[src/rtl/rgb_cycle_decoder.sv]
// Receive-side checker for the six-hue LED colour cycle: synchronises and debounces
// three active-low lines, decodes the colour, and flags sequence and dwell-time violations.
module rgb_cycle_decoder #(
    parameter int unsigned STEP_CYCLES     = 2000000,
    parameter int unsigned TOL_CYCLES      = 1000,
    parameter int unsigned DEBOUNCE_CYCLES = 16,
    parameter int unsigned DW              = $clog2(STEP_CYCLES + TOL_CYCLES + 2)
) (
    input  logic          clk,
    input  logic          rst,
    input  logic          rgb_r_n,
    input  logic          rgb_g_n,
    input  logic          rgb_b_n,
    output logic [2:0]    color,
    output logic          step_pulse,
    output logic [DW-1:0] dwell,
    output logic          locked,
    output logic          seq_err,
    output logic          timing_err
);

    localparam int unsigned SW = (DEBOUNCE_CYCLES > 1) ? $clog2(DEBOUNCE_CYCLES) : 1;
    localparam logic [SW-1:0] STAB_TOP  = SW'(DEBOUNCE_CYCLES - 1);
    localparam logic [DW-1:0] DWELL_MIN = DW'(STEP_CYCLES - TOL_CYCLES);
    localparam logic [DW-1:0] DWELL_MAX = DW'(STEP_CYCLES + TOL_CYCLES);
    localparam logic [DW-1:0] STALL_AT  = DW'(STEP_CYCLES + TOL_CYCLES + 1);
    localparam logic [DW-1:0] CNT_MAX   = '1;

    typedef enum logic [1:0] {IDLE, SYNC, LOCKED} state_t;

    state_t        state, state_next;
    logic [1:0]    sync_r, sync_g, sync_b;
    logic [2:0]    raw, cand;
    logic [SW-1:0] stab, stab_next;
    logic [DW-1:0] cnt, cnt_inc;
    logic          accept, is_next, seq_set, tim_set;

    function automatic logic is_hue(input logic [2:0] c);
        return (c != 3'b000) && (c != 3'b111);
    endfunction

    function automatic logic [2:0] succ(input logic [2:0] c);
        case (c)
            3'b100:  return 3'b110;
            3'b110:  return 3'b010;
            3'b010:  return 3'b011;
            3'b011:  return 3'b001;
            3'b001:  return 3'b101;
            3'b101:  return 3'b100;
            default: return 3'b000;
        endcase
    endfunction

    assign raw = ~{sync_r[1], sync_g[1], sync_b[1]};

    // Debounce: accept on the edge where the run of identical raw samples reaches its target.
    always_comb begin
        stab_next = '0;
        if (raw == cand) begin
            stab_next = (stab == STAB_TOP) ? stab : stab + SW'(1);
        end
    end

    assign accept  = (stab_next == STAB_TOP) && (raw != color);
    assign is_next = is_hue(color) && (raw == succ(color));
    assign cnt_inc = (cnt == CNT_MAX) ? cnt : cnt + DW'(1);

    // Next state and error set conditions; an accepted change outranks the stall check.
    always_comb begin
        state_next = state;
        seq_set    = 1'b0;
        tim_set    = 1'b0;
        case (state)
            IDLE: begin
                if (accept && is_hue(raw)) state_next = SYNC;
            end
            SYNC: begin
                if (accept) begin
                    if (is_next) begin
                        state_next = LOCKED;
                    end else begin
                        seq_set    = 1'b1;
                        state_next = is_hue(raw) ? SYNC : IDLE;
                    end
                end
            end
            LOCKED: begin
                if (accept) begin
                    if (is_next) begin
                        if ((cnt_inc < DWELL_MIN) || (cnt_inc > DWELL_MAX)) tim_set = 1'b1;
                    end else begin
                        seq_set    = 1'b1;
                        state_next = is_hue(raw) ? SYNC : IDLE;
                    end
                end else if (cnt == STALL_AT) begin
                    tim_set    = 1'b1;
                    state_next = SYNC;
                end
            end
            default: state_next = IDLE;
        endcase
    end

    always_ff @(posedge clk or posedge rst) begin
        if (rst) begin
            state      <= IDLE;
            sync_r     <= 2'b11;
            sync_g     <= 2'b11;
            sync_b     <= 2'b11;
            cand       <= 3'b000;
            stab       <= '0;
            cnt        <= '0;
            color      <= 3'b000;
            step_pulse <= 1'b0;
            dwell      <= '0;
            locked     <= 1'b0;
            seq_err    <= 1'b0;
            timing_err <= 1'b0;
        end else begin
            state      <= state_next;
            sync_r     <= {sync_r[0], rgb_r_n};
            sync_g     <= {sync_g[0], rgb_g_n};
            sync_b     <= {sync_b[0], rgb_b_n};
            cand       <= raw;
            stab       <= stab_next;
            step_pulse <= accept;
            locked     <= (state == LOCKED);
            if (seq_set) seq_err <= 1'b1;
            if (tim_set) timing_err <= 1'b1;
            if (accept) begin
                color <= raw;
                dwell <= cnt_inc;
                cnt   <= '0;
            end else begin
                cnt   <= cnt_inc;
            end
        end
    end

endmodule

[config.mk]
export PLATFORM = sky130hd
export DESIGN_NAME = rgb_cycle_decoder
export DESIGN_NICKNAME = d
export VERILOG_FILES = /design/src/rtl/rgb_cycle_decoder.sv
export SDC_FILE = /design/constraint.sdc
export NUM_CORES = 1
export LEC_CHECK = 0
export ABC_CLOCK_PERIOD_IN_PS = 3400
export CORE_ASPECT_RATIO = 0.75
export CORE_UTILIZATION = 57
export CTS_CLUSTER_DIAMETER = 30
export CTS_CLUSTER_SIZE = 12
export DETAILED_ROUTE_END_ITERATION = 10
export PLACE_DENSITY_LB_ADDON = 0.2
export SYNTH_ARGS = -nofsm -noshare
export SYNTH_HDL_FRONTEND = slang
export SYNTH_SLANG_ARGS = --single-unit
export TNS_END_PERCENT = 50
[constraint.sdc]
create_clock -name clk -period 3.4 [get_ports clk]
set_input_delay 0.85 -clock clk [delete_from_list [all_inputs] [get_ports clk]]
set_output_delay 0.85 -clock clk [all_outputs]
set_load 0.01 [all_outputs]
Word-level counts from Yosys, hierarchy flattened --
Cells that the tools add are included.
Storage, ports and cells: register bits 64, input port bits 5, output and inout bits 28, logic and storage cells 71
Cells by class: reductions and logical operators 11, add/subtract/negate cells 2, eq/ne operators 21, bitwise operators 1, magnitude comparators 2, mux-type cells 21
Operators with widths (number):
- $eq 21x21->1 const B | 2
- $mux 21 | 2
- $add 21x1->21 const B | 1
- $gt 21x21->1 const B | 1
- $lt 21x21->1 const B | 1
- $pmux 3 s6 | 1
- $mux 2 | 6
- $ne 3x3->1 const B | 4
- $eq 3x3->1 const B | 3
- $mux 1 | 9
- $eq 4x4->1 const B | 2
- $mux 4 | 2
- $eq 3x2->1 const B | 2
- $eq 3x3->1 | 2
- $pmux 2 s3 | 1
- $reduce_bool 3->1 | 2
- $logic_and 1x1->1 | 5
- $add 4x1->4 const B | 1
- $ne 2x2->1 const B | 2
- $reduce_and 4->1 | 1
- $eq 3x1->1 const B | 1
- $ne 3x3->1 | 1
- $not 3->3 | 1
- $eq 2x1->1 const B | 1
- 4 further kinds | 4

Depth between registers and ports, before layout --
Gate-level depths: netlist of the first run.
depth in word-level cells 8, depth in mapped cells 9, mapped depth without buffers 9

Least setup slack after synthesis of the first run --
Ideal clock, no wire load.
kind register to register, from register cnt[0], to register timing_err, buffers on the path 0, period minus slack after synthesis 2366 ps, setup time 138 ps, setup slack 1034 ps, arrival time 2228 ps, stages on the path, launching flop included 8, cells stage by stage dfrtp_1 -> ha_1 -> nand3_2 -> nor4_2 -> and3_1 -> mux2_2 -> o41ai_1 -> a31oi_1
On the way: longest elaborated chain between the ends 8
Ends and longest elaborated chain:
- start: declaration | line 35 | logic [DW-1:0] cnt, cnt_inc;
- start signal: assignment | line 135 | cnt <= cnt_inc;
- $add 21x1->21 or $eq 21x21->1 (tied branches) | line 66 | assign cnt_inc = (cnt == CNT_MAX) ? cnt : cnt + DW'(1);
- $mux 21 | line 66
- $lt 21x21->1 or $gt 21x21->1 (tied branches) | line 90 | if ((cnt_inc < DWELL_MIN) || (cnt_inc > DWELL_MAX)) tim_set = 1'b1;
- $logic_or 1x1->1 | line 90
- $mux 1 | line 90
- $mux 1 | line 89 | if (is_next) begin
- $mux 1 * | line 88 | if (accept) begin
- $mux 1 * | line 73 | case (state)
- end signal: assignment | line 118 | timing_err <= 1'b0;
- end signal: assignment | line 129 | if (tim_set) timing_err <= 1'b1;
- end: declaration | line 19 | output logic timing_err
Mark *: on every way between the ends. The rest lies on a longest branch, timed or not. A chain may end at the register's enable or synchronous reset.

Final worst setup path of the first run --
Same ends and word-level chain as after synthesis.

==> impl_metrics.ini, run 1 <==
[sta]
period_needed_ns = 2.84
finalHoldViolCount = 0
rsz0062_at_grt = false
slew_violations = 0
setup_viol = 0
max_freq_ghz = 0.352
finClkSkew_ns = 0.00870
relSlewSlack_pct = 52.5
period_share_pct = 83.6
tightest_slew_ns = 0.708
tns_ns = 0

[critical_path]
rr_endpoint = timing_err$_DFFE_PP0P_
path_max_fanout = 7
r2r-start = cnt[0]$_DFF_PP0_
worstPathRequired_ns = 3.61
path_buf_inv = 0
cpMaxStageDelayCell = dfrtp_1
cp-end-kind = flop
cp_num_cells = 8
cp.arrival_ns = 3.05
crit_family = compound AO/OA/AOI/OAI gates
worstPathCellList = ha_1 -> and3_2 -> nand4_1 -> o2111ai_1 -> xor2_1 -> a2111oi_0 -> o41ai_1 -> a31oi_1
crit_start = cnt[0]$_DFF_PP0_
rr_worst_depth = 8
endpoint = timing_err$_DFFE_PP0P_
critPathMaxStageDelay_ns = 0.45
rrSetupSlack_ns = 0.56
path_class = flop to flop
start_kind = flop

[die]
rows = 23
dieArea_um2 = 6010
io_pins = 33
core_region_area_um2 = 5410
die_y_um = 67.4
initial_core_util_pct = 60.0
fp.dieW_um = 89.2

[clocking]
path_clk_slew_ns = 0.07
hold_buffers = 0
cts.root.buffer_cell = clkbuf_8
numCtsBuffers = 9
cts_resized = 0
cts.htree.levels = 3
tritoncts = done
insertion_delay_ns = 0.34
cts_buffer_depth = 2
cts.sinks = 64
cts_setup_buffers = 0

[drt]
drc = 0
vias_per_cell = 5.83
routed_wl_um = 7020
dr.pass1.iters = 4
ant_nets = 0
routed_wire_length_per_instance_um = 15.7
vias = 2607
detail_route.iter0.violations = 164

[synth]
ys_types = 53
synth_edf_count = 0
synth_fp_nets = 348
syn_avg_cell_area_um2 = 9.67
synth_flop_cell = dfrtp_1
syn_inst = 336
syn_area_um2 = 3250
synth.top_cell.area_share_pct = 44.7
yosys_warnings = 0
synth_area_leaders = dfrtp_1 45%, dfstp_2 4.9%, nor2_1 4.5%
ys_ff_latch = 64
synth-seq-area-share_pct = 49.5
synth_top_cell_by_area = dfrtp_1
synthArstFlopShare_pct = 100

[placement]
portBuffers = 32
place_congestion = 0.937
place_hpwl_um = 4990
dpl-instance-area_um2 = 3610
dp_cells = 431

[global_routing]
grt_first_pass_wirelength_um = 11700
grt_max_degree = 48
antenna_found_initial = 0
grt_pass1_vias = 2341
gr-total-overflow = 0
grt_use_total_pct = 27.0

[power]
power_leakage_nw = 1.66
power_density_nw_per_um2 = 416
ir_worst_vdd_mv = 0.252

[finish]
fin_cells = 447
areaGrowthSynthToFinish_pct = 18.5
nets = 379
diodes = 0
drive_gt1_share_pct = 11.3
final_cell_area_um2 = 3850
final_util_pct = 71.2

[job]
maxCapViolCount = 0

[min_path]
hold_path_class = flop to flop

[run_status]
outcome = complete, no violations
-- cell usage after synthesis, drive strengths merged, types with 7 or more instances --
| master | instances |
|---|---|
| and3 | 7 |
| o21ai | 28 |
| nand3 | 19 |
| ha | 7 |
| nor2 | 39 |
| inv | 13 |
| nand2 | 39 |
| nor3 | 9 |
| dfrtp | 58 |
| clkbuf | 7 |
| xnor2 | 13 |
| a211oi | 9 |
| buf | 9 |
| xor2 | 11 |
-- through the flow --
step           hold slack, ns  worst slack, ns  power (mW)
2_1_floorplan           0.345            0.962       0.815
3_3_place_gp            0.346            0.775       0.827
3_5_place_dp            0.347            0.705       0.829
4_1_cts                 0.359            0.623        1.62
5_1_grt                 0.362            0.459        1.66
6_report                0.357            0.558        1.60
-- worst reg2reg max path, stage by stage (launching register included) --
cell and delay (ns):
dfrtp_1 0.45, ha_1 0.31, and3_2 0.30, nand4_1 0.28, o2111ai_1 0.37, xor2_1 0.36, a2111oi_0 0.19, o41ai_1 0.32
a31oi_1 0.12
-- worst min-delay path by stage --
| stage | startpoint | depth (start not counted) | endpoint |
|---|---|---|---|
| 2_1_floorplan | sync_b[0]$_DFF_PP1_ | 0 | sync_b[1]$_DFF_PP1_ |
| 3_3_place_gp | sync_r[0]$_DFF_PP1_ | 0 | sync_r[1]$_DFF_PP1_ |
| 3_5_place_dp | sync_b[0]$_DFF_PP1_ | 0 | sync_b[1]$_DFF_PP1_ |
| 4_1_cts | sync_b[0]$_DFF_PP1_ | 0 | sync_b[1]$_DFF_PP1_ |
| 5_1_grt | sync_r[0]$_DFF_PP1_ | 0 | sync_r[1]$_DFF_PP1_ |
| 6_report | sync_g[0]$_DFF_PP1_ | 0 | sync_g[1]$_DFF_PP1_ |
-- kinds of logic (layout without fill, tap and decap cells) --
logic type | count (synthesis) | after routing | synth area share (%)
DFF | 64 | 64 | 49.5
xor gates and xnor gates | 24 | 24 | 6.47
muxes | 5 | 5 | 1.58
adders and majority gates | 7 | 7 | 2.70
buffers and inverters | 29 | 65 | 4.16
and+or+nand+nor | 141 | 141 | 22.3
AOI/OAI and AO/OA | 66 | 66 | 13.3
-- flip-flops by register name, summed over array words and instances, names as in the netlist, 3 cells and up --
register  cells
stab          4
dwell        21
cand          3
color         3
cnt          21
-- metal layers --
| layer | track usage, % | share of wire (%) | vias to the layer above |
|---|---|---|---|
| met5 | 0 | 0 | - |
| met4 | 10.3 | 1.0 | 0 |
| met3 | 6.72 | 6.7 | 10 |
| met2 | 37.7 | 42 | 83 |
| met1 | 40.3 | 50 | 1258 |
| li1 | - | - | 1256 |
-- layout by cell type, fill, tap and decap left out, types with 6 or more instances in the layout --
| cell | n |
|---|---|
| clkdlybuf4s50_1 | 32 |
| dfstp_2 | 6 |
| and3_1 | 6 |
| a21oi_1 | 6 |
| xnor2_1 | 13 |
| o21ai_0 | 27 |
| xor2_1 | 11 |
| nor3_1 | 9 |
| dfrtp_1 | 58 |
| nand3_1 | 17 |
| nand2_1 | 38 |
| clkbuf_8 | 9 |
| ha_1 | 7 |
| inv_1 | 11 |
| a211oi_1 | 9 |
| nor2_1 | 39 |
-- cell type report --
cell class | instances | area, µm²
Sequential cell | 64 | 1610
Tap cell | 75 | 93.8
Inverter | 13 | 48.8
Fill cell | 437 | 1560
Clock buffer | 9 | 124
Timing Repair Buffer | 36 | 350
Multi-Input combinational cell | 243 | 1500
Clock inverter | 7 | 120
-- report_power, final --
group          internal [mW]  total [mW]  switching [mW]
Combinational         0.0126      0.0354          0.0228
Sequential             0.771       0.779         0.00813
Clock                  0.488       0.788           0.300
Total                   1.27        1.60           0.331
Note: power is estimated with default switching activity, not from simulation.
==> run 2, diff against run 1 <==
--- a/config.mk
+++ b/config.mk
@@ -5,7 +5,7 @@
 export SDC_FILE = /design/constraint.sdc
 export NUM_CORES = 1
 export LEC_CHECK = 0
-export ABC_CLOCK_PERIOD_IN_PS = 3400
+export ABC_CLOCK_PERIOD_IN_PS = 2900
 export CORE_ASPECT_RATIO = 0.75
 export CORE_UTILIZATION = 57
 export CTS_CLUSTER_DIAMETER = 30
==> constraint.sdc (replaced) <==
create_clock -name clk -period 2.9 [get_ports clk]
set_input_delay 0.725 -clock clk [delete_from_list [all_inputs] [get_ports clk]]
set_output_delay 0.725 -clock clk [all_outputs]
set_load 0.01 [all_outputs]
==> run 2 against run 1 <==
  * Wire length up 4.2%
  * Largest cell class unchanged
  * Via count up 2.2%
  * Total power up 4.8%
  * Design area down 0.52%
  * Clock skew about the same
  * Maximum frequency up 7.3%
  * Setup slack worse by 0.31 ns
  * Sequential cell count unchanged
  * Count of clock-buffer cells in the layout up 2
  * Sequential share of layout area up 0.22 points
==> impl_metrics.ini, run 2 (synthesized netlist as in run 1, its figures left out) <==
[die]
io_pins = 33
fp.dieW_um = 89.2
die_y_um = 67.4
core_region_area_um2 = 5410
rows = 23
initial_core_util_pct = 60.0
dieArea_um2 = 6010

[clocking]
cts.root.buffer_cell = clkbuf_8
numCtsBuffers = 9
path_clk_slew_ns = 0.07
tritoncts = done
hold_buffers = 0
cts_setup_buffers = 0
cts.htree.levels = 3
cts_resized = 0
cts_buffer_depth = 2
insertion_delay_ns = 0.35
cts.sinks = 64

[critical_path]
worstPathCellList = ha_1 -> nand3_2 -> nor4_2 -> mux2i_1 -> o311ai_1 -> or4_1 -> o41ai_1 -> a31oi_1
cp-end-kind = flop
start_kind = flop
path_class = flop to flop
critPathMaxStageDelay_ns = 0.56
worstPathRequired_ns = 3.13
cpMaxStageDelayCell = or4_1
path_max_fanout = 7
cp.arrival_ns = 2.87

[placement]
portBuffers = 32
place_hpwl_um = 5200
post-place-ws_ns = 0.273
dpl-instance-area_um2 = 3630
place_congestion = 0.901

[drt]
routed_wire_length_per_instance_um = 16.3
routed_wl_um = 7320
detail_route.iter0.violations = 221
drc = 0
ant_nets = 0
dr.pass1.iters = 5
vias_per_cell = 5.94
vias = 2665

[power]
combPwrFrac_pct = 2.6
finalPower_mw = 1.68
seqPwrFrac_pct = 54.4
switching_power_mw = 0.398
swShare_pct = 23.7
clock_power_share_pct = 43.0
power_leakage_nw = 1.64
power_density_nw_per_um2 = 438
ir_worst_vdd_mv = 0.394
internal_power_mw = 1.28

[global_routing]
grt_first_pass_wirelength_um = 12100
grt_max_degree = 65
antenna_found_initial = 0
grt_use_total_pct = 27.7
gr-total-overflow = 0
grt_pass1_vias = 2421

[finish]
areaGrowthSynthToFinish_pct = 17.9
seqCellArea_um2 = 1610
diodes = 0
mostFrequentLayoutCell = dfrtp_1
n_fill_cell = 456
final_cell_mix = 58 x dfrtp_1, 39 x nor2_1, 38 x nand2_1
drive_gt1_share_pct = 12.0
final_cell_area_um2 = 3830
multi_input_comb_area_um2 = 1510
nets = 381
largestRegisters = cnt (21), dwell (21), stab (4)

[sta]
holdWs_ns = 0.359
tightest_slew_ns = 0.642
slew_violations = 0
finClkSkew_ns = 0.00897
period_needed_ns = 2.65
finalHoldViolCount = 0
period_share_pct = 91.3
relSlewSlack_pct = 56.9
tns_ns = 0
setup_viol = 0
rsz0062_at_grt = false
max_freq_ghz = 0.378
setup_ws_ns = 0.252

[min_path]
hold_path_class = flop to flop

[run_status]
outcome = complete, no violations

[job]
maxCapViolCount = 0
run 2: layout make-up:
cell class              count  share of cell area [%]
multi-input cells         243                    39.4
repair buffers             38                    9.87
flip-flops and latches     64                    42.0
inverters                  13                    1.27
clock inverters             5                    1.05
well taps                  75                    2.45
clock buffers              11                    3.95
run 2: layer usage:
metal  global-route usage (%)  part of all wire (%)
met5                        0                     0
met4                     7.54                   1.2
met3                     9.41                   6.9
met2                     39.6                    43
met1                     40.2                    49
run 2: power by group through the flow:
stage | clock (mW) | combinational [mW] | sequential, mW
global route | 0.775 | 0.0498 | 0.914
finish | 0.722 | 0.0430 | 0.913
floorplan | 0 | 0.0325 | 0.923
global placement | 0 | 0.0421 | 0.929
detailed placement | 0 | 0.0442 | 0.930
CTS | 0.732 | 0.0442 | 0.913
run 2: critical path, delay by kind of cell, from the launching register on:
family	cells	cell delay, ns
mux	1	0.26
compound gates	3	0.37
fa+ha+maj	1	0.33
flops	1	0.45
simple gates	3	1.12
run 2: through the flow:
stage	util, %	cells
global placement	67.2	433
global route	70.8	449
CTS	70.7	449
floorplan	-	336
finish	70.8	449
detailed placement	67.2	433
run 2: path summary, 6_finish.rpt:
| path | from | end | slack, ns | cells after the start |
|---|---|---|---|---|
| min reg2reg | sync_r[0]$_DFF_PP1_ | sync_r[1]$_DFF_PP1_ | 0.36 | 0 |
| max in group asynchronous | rst | sync_b[1]$_DFF_PP1_ | 1.85 | 3 |
| max | cnt[0]$_DFF_PP0_ | timing_err$_DFFE_PP0P_ | 0.25 | 8 |
| max reg2reg | cnt[0]$_DFF_PP0_ | timing_err$_DFFE_PP0P_ | 0.25 | 8 |
| min in group asynchronous | rst | cnt[6]$_DFF_PP0_ | 0.75 | 3 |
| min | sync_r[0]$_DFF_PP1_ | sync_r[1]$_DFF_PP1_ | 0.36 | 0 |
